### src/rtl/pe_sched_pkg.sv
// Shared state encoding, mode encoding and default sizing for the PE-array scheduler.
package pe_sched_pkg;
  typedef enum logic [2:0] {
    ST_IDLE     = 3'd0,
    ST_DATA_PRE = 3'd1,
    ST_DS_SCAN  = 3'd2,
    ST_FS_SCAN  = 3'd3,
    ST_DONE     = 3'd4
  } state_e;

  localparam logic MODE_DS     = 1'b0;
  localparam logic MODE_HYBRID = 1'b1;

  localparam int ROW_W = 7;

  localparam int DEF_NUM_CB      = 4;
  localparam int DEF_NUM_COLS    = 32;
  localparam int DEF_PRE_CYCLES  = 64;
  localparam int DEF_DS_ROWS     = 38;
  localparam int DEF_DS_PRELOAD  = 8;
  localparam int DEF_FS_ROWS     = 21;
  localparam int DEF_FS_REF_ROWS = 4;
  localparam int DEF_FS_COL_LO   = 8;
  localparam int DEF_FS_COL_HI   = 23;
endpackage

### src/rtl/pe_sched_decode.sv
// Combinational map from (state, pass, row) to the SAD/reference steering controls.
module pe_sched_decode
  import pe_sched_pkg::*;
#(
  parameter int NUM_CB      = DEF_NUM_CB,
  parameter int PRE_CYCLES  = DEF_PRE_CYCLES,
  parameter int DS_ROWS     = DEF_DS_ROWS,
  parameter int DS_PRELOAD  = DEF_DS_PRELOAD,
  parameter int FS_REF_ROWS = DEF_FS_REF_ROWS
) (
  input  state_e                      state,
  input  logic [$clog2(NUM_CB)-1:0]   pass,
  input  logic [ROW_W-1:0]            row,
  output logic [$clog2(NUM_CB)-1:0]   abs_control,
  output logic                        change_ref,
  output logic                        ref_input_control,
  output logic                        cb_select
);
  localparam int AW = $clog2(NUM_CB);
  localparam logic [ROW_W-1:0] PRE_HALF  = ROW_W'(PRE_CYCLES / 2);
  localparam logic [ROW_W-1:0] DS_PRE_R  = ROW_W'(DS_PRELOAD);
  localparam logic [ROW_W-1:0] DS_TAIL_R = ROW_W'(DS_ROWS - 4);
  localparam logic [ROW_W-1:0] FS_REF_R  = ROW_W'(FS_REF_ROWS);

  logic [AW-1:0] ds_even;
  logic [AW-1:0] ds_odd;

  // Down-sampled passes alternate between sub-block 2p and its partner 2p+1.
  assign ds_even = AW'({pass, 1'b0});
  assign ds_odd  = AW'({pass, 1'b1});

  always_comb begin
    abs_control       = '0;
    change_ref        = 1'b0;
    ref_input_control = 1'b0;
    cb_select         = 1'b1;
    unique case (state)
      ST_DATA_PRE: cb_select = (row < PRE_HALF);
      ST_DS_SCAN: begin
        cb_select         = (pass == '0);
        ref_input_control = 1'b1;
        if (row < DS_PRE_R) begin
          abs_control = ds_even;
          change_ref  = 1'b1;
        end else if (row < DS_TAIL_R) begin
          abs_control = row[0] ? ds_even : ds_odd;
          change_ref  = row[0];
        end else begin
          abs_control = ds_odd;
          change_ref  = 1'b1;
        end
      end
      ST_FS_SCAN: begin
        abs_control       = pass;
        cb_select         = 1'b0;
        change_ref        = 1'b1;
        ref_input_control = (row < FS_REF_R);
      end
      default: ;
    endcase
  end
endmodule

### src/rtl/pe_array_sched.sv
// Per-CU scheduler: preload, then per-column down-sampled or full-sample scans, then a done pulse.
module pe_array_sched
  import pe_sched_pkg::*;
#(
  parameter int NUM_CB      = DEF_NUM_CB,
  parameter int NUM_COLS    = DEF_NUM_COLS,
  parameter int PRE_CYCLES  = DEF_PRE_CYCLES,
  parameter int DS_ROWS     = DEF_DS_ROWS,
  parameter int DS_PRELOAD  = DEF_DS_PRELOAD,
  parameter int FS_ROWS     = DEF_FS_ROWS,
  parameter int FS_REF_ROWS = DEF_FS_REF_ROWS,
  parameter int FS_COL_LO   = DEF_FS_COL_LO,
  parameter int FS_COL_HI   = DEF_FS_COL_HI
) (
  input  logic                          clk,
  input  logic                          rst,
  input  logic                          start,
  input  logic                          mode,
  input  logic                          abort,
  input  logic                          ref_valid,
  output logic                          in_curr_enable,
  output logic                          cb_select,
  output logic [$clog2(NUM_CB)-1:0]     abs_control,
  output logic                          change_ref,
  output logic                          ref_input_control,
  output logic                          pe_en,
  output logic [$clog2(NUM_COLS):0]     search_column_count,
  output logic [ROW_W-1:0]              search_row_count,
  output logic                          busy,
  output logic                          done
);
  localparam int AW = $clog2(NUM_CB);
  localparam int CW = $clog2(NUM_COLS) + 1;
  localparam logic [ROW_W-1:0] PRE_LAST = ROW_W'(PRE_CYCLES - 1);
  localparam logic [ROW_W-1:0] DS_LAST  = ROW_W'(DS_ROWS - 1);
  localparam logic [ROW_W-1:0] FS_LAST  = ROW_W'(FS_ROWS - 1);

  state_e           state_q, state_d;
  logic             mode_q, mode_d;
  logic [AW-1:0]    pass_q, pass_d;
  logic [ROW_W-1:0] row_q, row_d;
  logic [CW-1:0]    col_q, col_d;

  logic             in_curr_enable_q, in_curr_enable_d;
  logic             cb_select_q, cb_select_d;
  logic [AW-1:0]    abs_control_q, abs_control_d;
  logic             change_ref_q, change_ref_d;
  logic             ref_input_control_q, ref_input_control_d;
  logic             pe_en_q, pe_en_d;
  logic [CW-1:0]    search_column_count_q, search_column_count_d;
  logic [ROW_W-1:0] search_row_count_q, search_row_count_d;
  logic             busy_q, busy_d;
  logic             done_q, done_d;

  logic [AW-1:0]    dec_abs;
  logic             dec_chg, dec_ric, dec_cb;
  logic             is_scan, last_row, last_pass, last_col;
  logic [CW-1:0]    col_inc;

  pe_sched_decode #(
    .NUM_CB(NUM_CB), .PRE_CYCLES(PRE_CYCLES), .DS_ROWS(DS_ROWS),
    .DS_PRELOAD(DS_PRELOAD), .FS_REF_ROWS(FS_REF_ROWS)
  ) u_decode (
    .state(state_q), .pass(pass_q), .row(row_q),
    .abs_control(dec_abs), .change_ref(dec_chg),
    .ref_input_control(dec_ric), .cb_select(dec_cb)
  );

  function automatic state_e col_kind(input logic [CW-1:0] col, input logic m);
    return (m == MODE_HYBRID && col >= CW'(FS_COL_LO) && col <= CW'(FS_COL_HI))
           ? ST_FS_SCAN : ST_DS_SCAN;
  endfunction

  assign is_scan   = (state_q == ST_DS_SCAN) || (state_q == ST_FS_SCAN);
  assign last_row  = row_q == ((state_q == ST_FS_SCAN) ? FS_LAST : DS_LAST);
  assign last_pass = pass_q == ((state_q == ST_FS_SCAN) ? AW'(NUM_CB - 1) : AW'(1));
  assign last_col  = col_q == CW'(NUM_COLS - 1);
  assign col_inc   = col_q + 1'b1;

  always_comb begin
    state_d = state_q;
    mode_d  = mode_q;
    pass_d  = pass_q;
    row_d   = row_q;
    col_d   = col_q;
    unique case (state_q)
      ST_IDLE: if (start) begin
        state_d = ST_DATA_PRE;
        mode_d  = mode;
        pass_d  = '0;
        row_d   = '0;
        col_d   = '0;
      end
      // The row counter doubles as the preload cycle counter.
      ST_DATA_PRE: if (row_q == PRE_LAST) begin
        row_d   = '0;
        state_d = col_kind('0, mode_q);
      end else begin
        row_d = row_q + 1'b1;
      end
      ST_DS_SCAN, ST_FS_SCAN: if (ref_valid) begin
        if (!last_row) begin
          row_d = row_q + 1'b1;
        end else begin
          row_d = '0;
          if (!last_pass) begin
            pass_d = pass_q + 1'b1;
          end else begin
            pass_d  = '0;
            col_d   = col_inc;
            state_d = last_col ? ST_DONE : col_kind(col_inc, mode_q);
          end
        end
      end
      ST_DONE: begin
        state_d = ST_IDLE;
        col_d   = '0;
      end
      default: state_d = ST_IDLE;
    endcase
    if (abort) begin
      state_d = ST_IDLE;
      pass_d  = '0;
      row_d   = '0;
      col_d   = '0;
    end
  end

  // Output stage describes the row presented this cycle; a stalled row shows pe_en=0.
  always_comb begin
    in_curr_enable_d      = (state_q == ST_DATA_PRE);
    cb_select_d           = dec_cb;
    abs_control_d         = dec_abs;
    change_ref_d          = dec_chg && ref_valid;
    ref_input_control_d   = dec_ric;
    pe_en_d               = is_scan && ref_valid;
    search_row_count_d    = is_scan ? row_q : '0;
    search_column_count_d = (is_scan || state_q == ST_DONE) ? col_q : '0;
    busy_d                = (state_q != ST_IDLE);
    done_d                = (state_q == ST_DONE);
    if (abort) begin
      in_curr_enable_d      = 1'b0;
      cb_select_d           = 1'b1;
      abs_control_d         = '0;
      change_ref_d          = 1'b0;
      ref_input_control_d   = 1'b0;
      pe_en_d               = 1'b0;
      search_row_count_d    = '0;
      search_column_count_d = '0;
      busy_d                = 1'b0;
      done_d                = 1'b0;
    end
  end

  always_ff @(posedge clk) begin
    if (rst) begin
      state_q               <= ST_IDLE;
      mode_q                <= MODE_DS;
      pass_q                <= '0;
      row_q                 <= '0;
      col_q                 <= '0;
      in_curr_enable_q      <= 1'b0;
      cb_select_q           <= 1'b1;
      abs_control_q         <= '0;
      change_ref_q          <= 1'b0;
      ref_input_control_q   <= 1'b0;
      pe_en_q               <= 1'b0;
      search_column_count_q <= '0;
      search_row_count_q    <= '0;
      busy_q                <= 1'b0;
      done_q                <= 1'b0;
    end else begin
      state_q               <= state_d;
      mode_q                <= mode_d;
      pass_q                <= pass_d;
      row_q                 <= row_d;
      col_q                 <= col_d;
      in_curr_enable_q      <= in_curr_enable_d;
      cb_select_q           <= cb_select_d;
      abs_control_q         <= abs_control_d;
      change_ref_q          <= change_ref_d;
      ref_input_control_q   <= ref_input_control_d;
      pe_en_q               <= pe_en_d;
      search_column_count_q <= search_column_count_d;
      search_row_count_q    <= search_row_count_d;
      busy_q                <= busy_d;
      done_q                <= done_d;
    end
  end

  assign in_curr_enable      = in_curr_enable_q;
  assign cb_select           = cb_select_q;
  assign abs_control         = abs_control_q;
  assign change_ref          = change_ref_q;
  assign ref_input_control   = ref_input_control_q;
  assign pe_en               = pe_en_q;
  assign search_column_count = search_column_count_q;
  assign search_row_count    = search_row_count_q;
  assign busy                = busy_q;
  assign done                = done_q;
endmodule

### config.mk
export PLATFORM = sky130hd
export DESIGN_NAME = pe_array_sched
export DESIGN_NICKNAME = d
export VERILOG_FILES = /design/src/rtl/pe_sched_pkg.sv /design/src/rtl/pe_sched_decode.sv /design/src/rtl/pe_array_sched.sv
export SDC_FILE = /design/constraint.sdc
export NUM_CORES = 1
export LEC_CHECK = 0
export CORE_MARGIN = 4
export CORE_UTILIZATION = 40
export DETAILED_ROUTE_END_ITERATION = 6
export PLACE_DENSITY = 0.65
export SLEW_MARGIN = 20
export SYNTH_ARGS = -nofsm -noshare
export SYNTH_HDL_FRONTEND = slang
export SYNTH_SLANG_ARGS = --single-unit
### constraint.sdc
create_clock -name clk -period 7.9 [get_ports clk]
set_clock_uncertainty 0.1 [all_clocks]
set_input_delay 0.79 -clock clk [delete_from_list [all_inputs] [get_ports clk]]
set_output_delay 0.79 -clock clk [all_outputs]
set_load 0.02 [all_outputs]
==> flow_summary.json, run 1 <==
{
  "post_cts_resized": 0,
  "drive_gt1_frac": 0.1224,
  "grt_max_degree": 17,
  "ys_ff_latch": 41,
  "coreArea_um2": 4723,
  "crit_fanout": 15,
  "grt_pass1_wl_mm": 7.224,
  "gp_congestion": 0.9240,
  "holdWs_ns": 0.3932,
  "crit_type": "flop to flop",
  "final_cells": 304,
  "ys_top_cells_by_count": "dfxtp_1, nor2_1, o21ai_0",
  "ys_seq_area_frac": 0.4184,
  "die_w_um": 78.04,
  "tns_ns": 0,
  "post_cts_buffers": 0,
  "ys.flop_type": "dfxtp_1",
  "swShare": 0.2477,
  "cts_tree": "built",
  "power_density_nw_per_um2": 183.1,
  "path_cells": "nand2b_1 -> nor2_1 -> ha_1 -> or2b_2 -> a211oi_4 -> nor4b_1 -> mux2i_1 -> nor2_1",
  "syn-cell-area_um2": 1962,
  "wl_per_cell_um": 14.05,
  "cts_root_buf": "clkbuf_8",
  "drt_iter0_markers": 81,
  "ant_nets": 0,
  "dpl.hpwl_mm": 3.092,
  "netSwitchingPower_uw": 106.3,
  "p_int_uw": 322.9,
  "worst_slew_pin_slew_ns": 0.5324,
  "clk_path_buf_depth": 2,
  "fin_nets": 248,
  "cp_data_required_time_ns": 7.99,
  "start_util": 0.4154,
  "pin_count": 28,
  "cts_sinks": 41,
  "area.growth.synth_to_final_pct": 19.52,
  "end_kind": "flop",
  "setup_viol": 0,
  "vias_per_cell": 5.220,
  "drv_slew": 0,
  "grt_busiest_layer": "met2",
  "min-delay-start": "mode_q",
  "yosysMostFrequentCell": "dfxtp_1",
  "period_share": 0.3831,
  "path_clk_slew_ns": 0.07,
  "grt_usage": 0.1485,
  "critPathTopFamily": "simple AND/OR/NAND/NOR gates",
  "worstReg2RegStart": "state_q[1]",
  "dp.cells": 297,
  "synth_top_area_cell": "dfxtp_1",
  "cp_slowest_stage_delay_ns": 0.59,
  "critPathBufInv": 0,
  "fillCellCount": 459,
  "synth_edf_count": 0,
  "drt_pass1_iterations": 4,
  "fmax_mhz": 330.4,
  "power_uw": 429.2,
  "drc": 0,
  "die_h_um": 78.04,
  "worstSetupStartpointType": "flop",
  "pwr-share-comb": 0.128,
  "synth_top_area_share": 0.4184,
  "slowest_stage": "dfxtp_1",
  "grt_use_met3": 0.02867,
  "syn_area_per_cell_um2": 9.211,
  "startpoint": "state_q[1]",
  "cts_hold_buffers": 0,
  "min_period_ns": 3.027,
  "htree_num_levels": 2,
  "yosysWarnings": 0,
  "grt_pass1_vias": 1485,
  "power_frac_seq": 0.501,
  "finalHoldViolations": 0,
  "clk_latency_ns": 0.29,
  "synth_area_leaders": "dfxtp_1, nor2_1, ha_1",
  "grt_overflow": 0,
  "pre_cts_slack_ns": 4.896,
  "antenna_cells": 0,
  "synthArstFlopShare": 0,
  "clkPwrFrac": 0.372,
  "slew-limit-headroom": 0.6418,
  "arrival_ns": 3.12,
  "antenna_found_initial": 0,
  "maxCapViolCount": 0,
  "vdd_drop_max_mv": 0.05731,
  "met2_usage": 0.2200,
  "setup_ws_ns": 4.873,
  "critPathMostFrequentCell": "nor2_1",
  "p_leak_nw": 0.8619,
  "run_status": "finished, final reports clean",
  "io_buffers": 27,
  "grtUsageMet1": 0.2121,
  "hp-class": "flop to flop",
  "rsz0062_at_grt": "no",
  "rows": 25,
  "cts_buffers": 5,
  "synth_nets": 224,
  "synth.distinct_cells": 58,
  "wirelength_mm": 4.270,
  "synth_cells": 213,
  "dieArea_um2": 6089,
  "vias": 1587
}
==> logic make-up (layout without fill, tap and decap cells) <==
group	after synthesis	in the layout	share of synthesized area
AOI/OAI and AO/OA	46	46	0.1728
xor gates and xnor gates	3	3	0.01340
adders and majority gates	5	5	0.03189
buffers and inverters	19	43	0.05739
DFF	41	41	0.4184
muxes	4	4	0.02105
and+or+nand+nor	95	95	0.2851
==> per-layer routing <==
metal	wire (µm)	up-vias
li1	-	809
met1	2193	731
met2	1802	39
met3	191	8
met4	82	0
met5	0	-
==> path summary, 6_finish.rpt <==
path,slack [ns],cells after the start,to
max reg2reg,4.87,8,mode_q
max,4.87,8,mode_q
min,0.39,2,mode_q
min reg2reg,0.39,2,mode_q
==> per-stage QoR <==
stage                     utilization  area [µm²]
after floorplan                     -        1962
after global placement         0.4744        2241
after detailed placement       0.4744        2241
after CTS                      0.4964        2345
after global routing           0.4964        2345
final                          0.4964        2345
==> power groups by stage <==
stage	clock, mW	sequential [mW]	combinational (mW)
global route	0.174	0.216	0.0599
CTS	0.163	0.215	0.0543
floorplan	0	0.218	0.0434
global placement	0	0.219	0.0544
finish	0.159	0.215	0.0548
detailed placement	0	0.220	0.0540
==> registers in the layout, indices dropped and copies added (netlist names) <==
register / count
busy: 1
pe_en: 1
state_q: 3
col_q: 6
change_ref: 1
row_q: 7
ref_input_control: 1
mode_q: 1
abs_control: 2
pass_q: 2
done: 1
search_row_count: 7
cb_select: 1
search_column_count: 6
in_curr_enable: 1
==> cells in the final DEF (no fill, tap or decap), types with 5 or more instances in the layout <==
cell | Yosys | final
nand2_1 | 8 | 8
nand2b_1 | 5 | 5
dfxtp_1 | 41 | 41
clkdlybuf4s50_1 | 0 | 27
inv_1 | 8 | 8
and3_1 | 8 | 8
clkbuf_8 | 2 | 5
and2_1 | 8 | 8
ha_1 | 5 | 5
nand3_1 | 7 | 7
a21oi_1 | 10 | 10
nor2_1 | 22 | 22
o21ai_0 | 11 | 11
==> cell type report <==
| class | count | area [µm²] | share of cell area |
|---|---|---|---|
| Sequential cell | 41 | 820.8 | 0.3501 |
| Inverter | 8 | 30.03 | 0.01281 |
| Clock inverter | 2 | 35.03 | 0.01494 |
| Tap cell | 67 | 83.83 | 0.03575 |
| Timing Repair Buffer | 28 | 277.8 | 0.1185 |
| Multi-Input combinational cell | 153 | 1028 | 0.4386 |
| Clock buffer | 5 | 68.82 | 0.02935 |
==> worst min-delay path, stage by stage (launching register included) <==
cell,delay (ns)
dfxtp_1,0.33
mux2i_1,0.06
nor2_1,0.07
Note: power is estimated with default switching activity, not from simulation.
==> inputs of run 2 (changes only) <==
clock period = 3.01 ns   (was 7.9 ns; I/O delays follow)
==> run 2 against run 1 <==
- die area unchanged
- sequential power rose to 2.6 times the previous value
- final area unchanged
- critical path type unchanged
==> flow_summary.json, run 2 (synthesized netlist as in run 1, its figures left out) <==
{
  "cts_tree": "built",
  "coreArea_um2": 4723,
  "clk_latency_ns": 0.29,
  "worstSetupStartpointType": "flop",
  "slew-limit-headroom": 0.6110,
  "maxCapViolCount": 0,
  "layout_commonest_cell": "dfxtp_1",
  "worst_slew_pin_slew_ns": 0.5782,
  "dp.cells": 301,
  "rows": 25,
  "antenna_found_initial": 0,
  "fmax_mhz": 396.5,
  "cts_sinks": 41,
  "grt_usage": 0.1534,
  "post_cts_resized": 0,
  "vdd_drop_max_mv": 0.1584,
  "cts_hold_buffers": 0,
  "die_w_um": 78.04,
  "dieArea_um2": 6089,
  "final_cells": 307,
  "antenna_cells": 0,
  "io_buffers": 27,
  "design_area_um2": 2345,
  "setup_viol": 0,
  "dpl.hpwl_mm": 3.044,
  "dpl_cell_area_um2": 2271,
  "drt_pass1_iterations": 4,
  "drt_iter0_markers": 188,
  "rsz0062_at_grt": "no",
  "gp_congestion": 0.8517,
  "cts_buffers": 5,
  "power_density_nw_per_um2": 447.9,
  "wl_per_cell_um": 14.07,
  "crit_fanout": 6,
  "die_h_um": 78.04,
  "area.growth.synth_to_final_pct": 19.52,
  "finalHoldViolations": 0,
  "pin_count": 28,
  "hp-class": "flop to flop",
  "htree_num_levels": 2,
  "p_leak_nw": 0.8682,
  "grt_max_degree": 17,
  "cts_root_buf": "clkbuf_8",
  "clk_path_buf_depth": 2,
  "start_util": 0.4154,
  "tns_ns": 0,
  "drc": 0,
  "path_clk_slew_ns": 0.07,
  "wirelength_mm": 4.319,
  "period_share": 0.8378,
  "grt_overflow": 0,
  "vias": 1608,
  "end_kind": "flop",
  "grt_pass1_vias": 1561,
  "run_status": "finished, final reports clean",
  "drive_gt1_frac": 0.1333,
  "grt_pass1_wl_mm": 7.458,
  "post_cts_buffers": 0,
  "most-common-layout-cells": "dfxtp_1, clkdlybuf4s50_1, nor2_1, o21ai_0, a21oi_1",
  "fillCellCount": 466,
  "vias_per_cell": 5.238,
  "drv_slew": 0,
  "crit_type": "flop to flop",
  "arrival_ns": 2.61,
  "ant_nets": 0,
  "cp_data_required_time_ns": 3.10,
  "min_period_ns": 2.522,
  "fin_nets": 252
}
run 2: cell count changes in the layout (fill, tap and decap cells not counted):
cell / delta
buf_4: +4
bufinv_16: -1
run 2: worst paths after layout:
| kind | slack (ns) | cells after the start | from | to |
|---|---|---|---|---|
| min | 0.40 | 2 | mode_q | mode_q |
| max | 0.49 | 8 | state_q[2] | mode_q |
| min reg2reg | 0.40 | 2 | mode_q | mode_q |
| max reg2reg | 0.49 | 8 | state_q[2] | mode_q |
run 2: layout make-up:
cell class / instances / area (µm²) / share of cell area
Clock buffer: 5 / 68.82 / 0.02935
Clock inverter: 1 / 5.005 / 0.002134
Inverter: 8 / 30.03 / 0.01281
Multi-Input combinational cell: 153 / 1028 / 0.4386
Sequential cell: 41 / 820.8 / 0.3501
Tap cell: 67 / 83.83 / 0.03575
Timing Repair Buffer: 32 / 307.8 / 0.1313
run 2: worst max-delay path, stage by stage (launching register included):
cell      delay [ns]
dfxtp_1         0.31
nand2b_1        0.16
nor2_1          0.11
ha_1            0.23
or2b_2          0.32
a211oi_4        0.38
nor4b_1         0.50
mux2i_1         0.25
nor2_1          0.05
run 2: metal layers:
metal	global-route usage	up-vias	part of all wire
met5	0	-	0
met4	0.04545	0	0.014
met3	0.03555	7	0.049
met2	0.2277	36	0.43
met1	0.2209	751	0.51
li1	-	814	-
run 2: per-stage QoR:
step                utilization  power, mW  setup WS [ns]  hold WS, ns
floorplan                     -     0.6851         0.4552       0.2734
global placement         0.4808     0.7264         0.6151       0.3749
detailed placement       0.4808     0.7266         0.5193       0.3753
CTS                      0.4964      1.054         0.5007       0.3971
global route             0.4964      1.103         0.2303       0.4485
finish                   0.4964      1.050         0.4882       0.3957
run 2: report_power, final:
| group | internal (mW) | switching [mW] | leakage, nW |
|---|---|---|---|
| registers | 0.550 | 0.00493 | 0.331 |
| clock network | 0.153 | 0.182 | 0.0399 |
| logic | 0.0617 | 0.0985 | 0.497 |
| total | 0.765 | 0.285 | 0.868 |
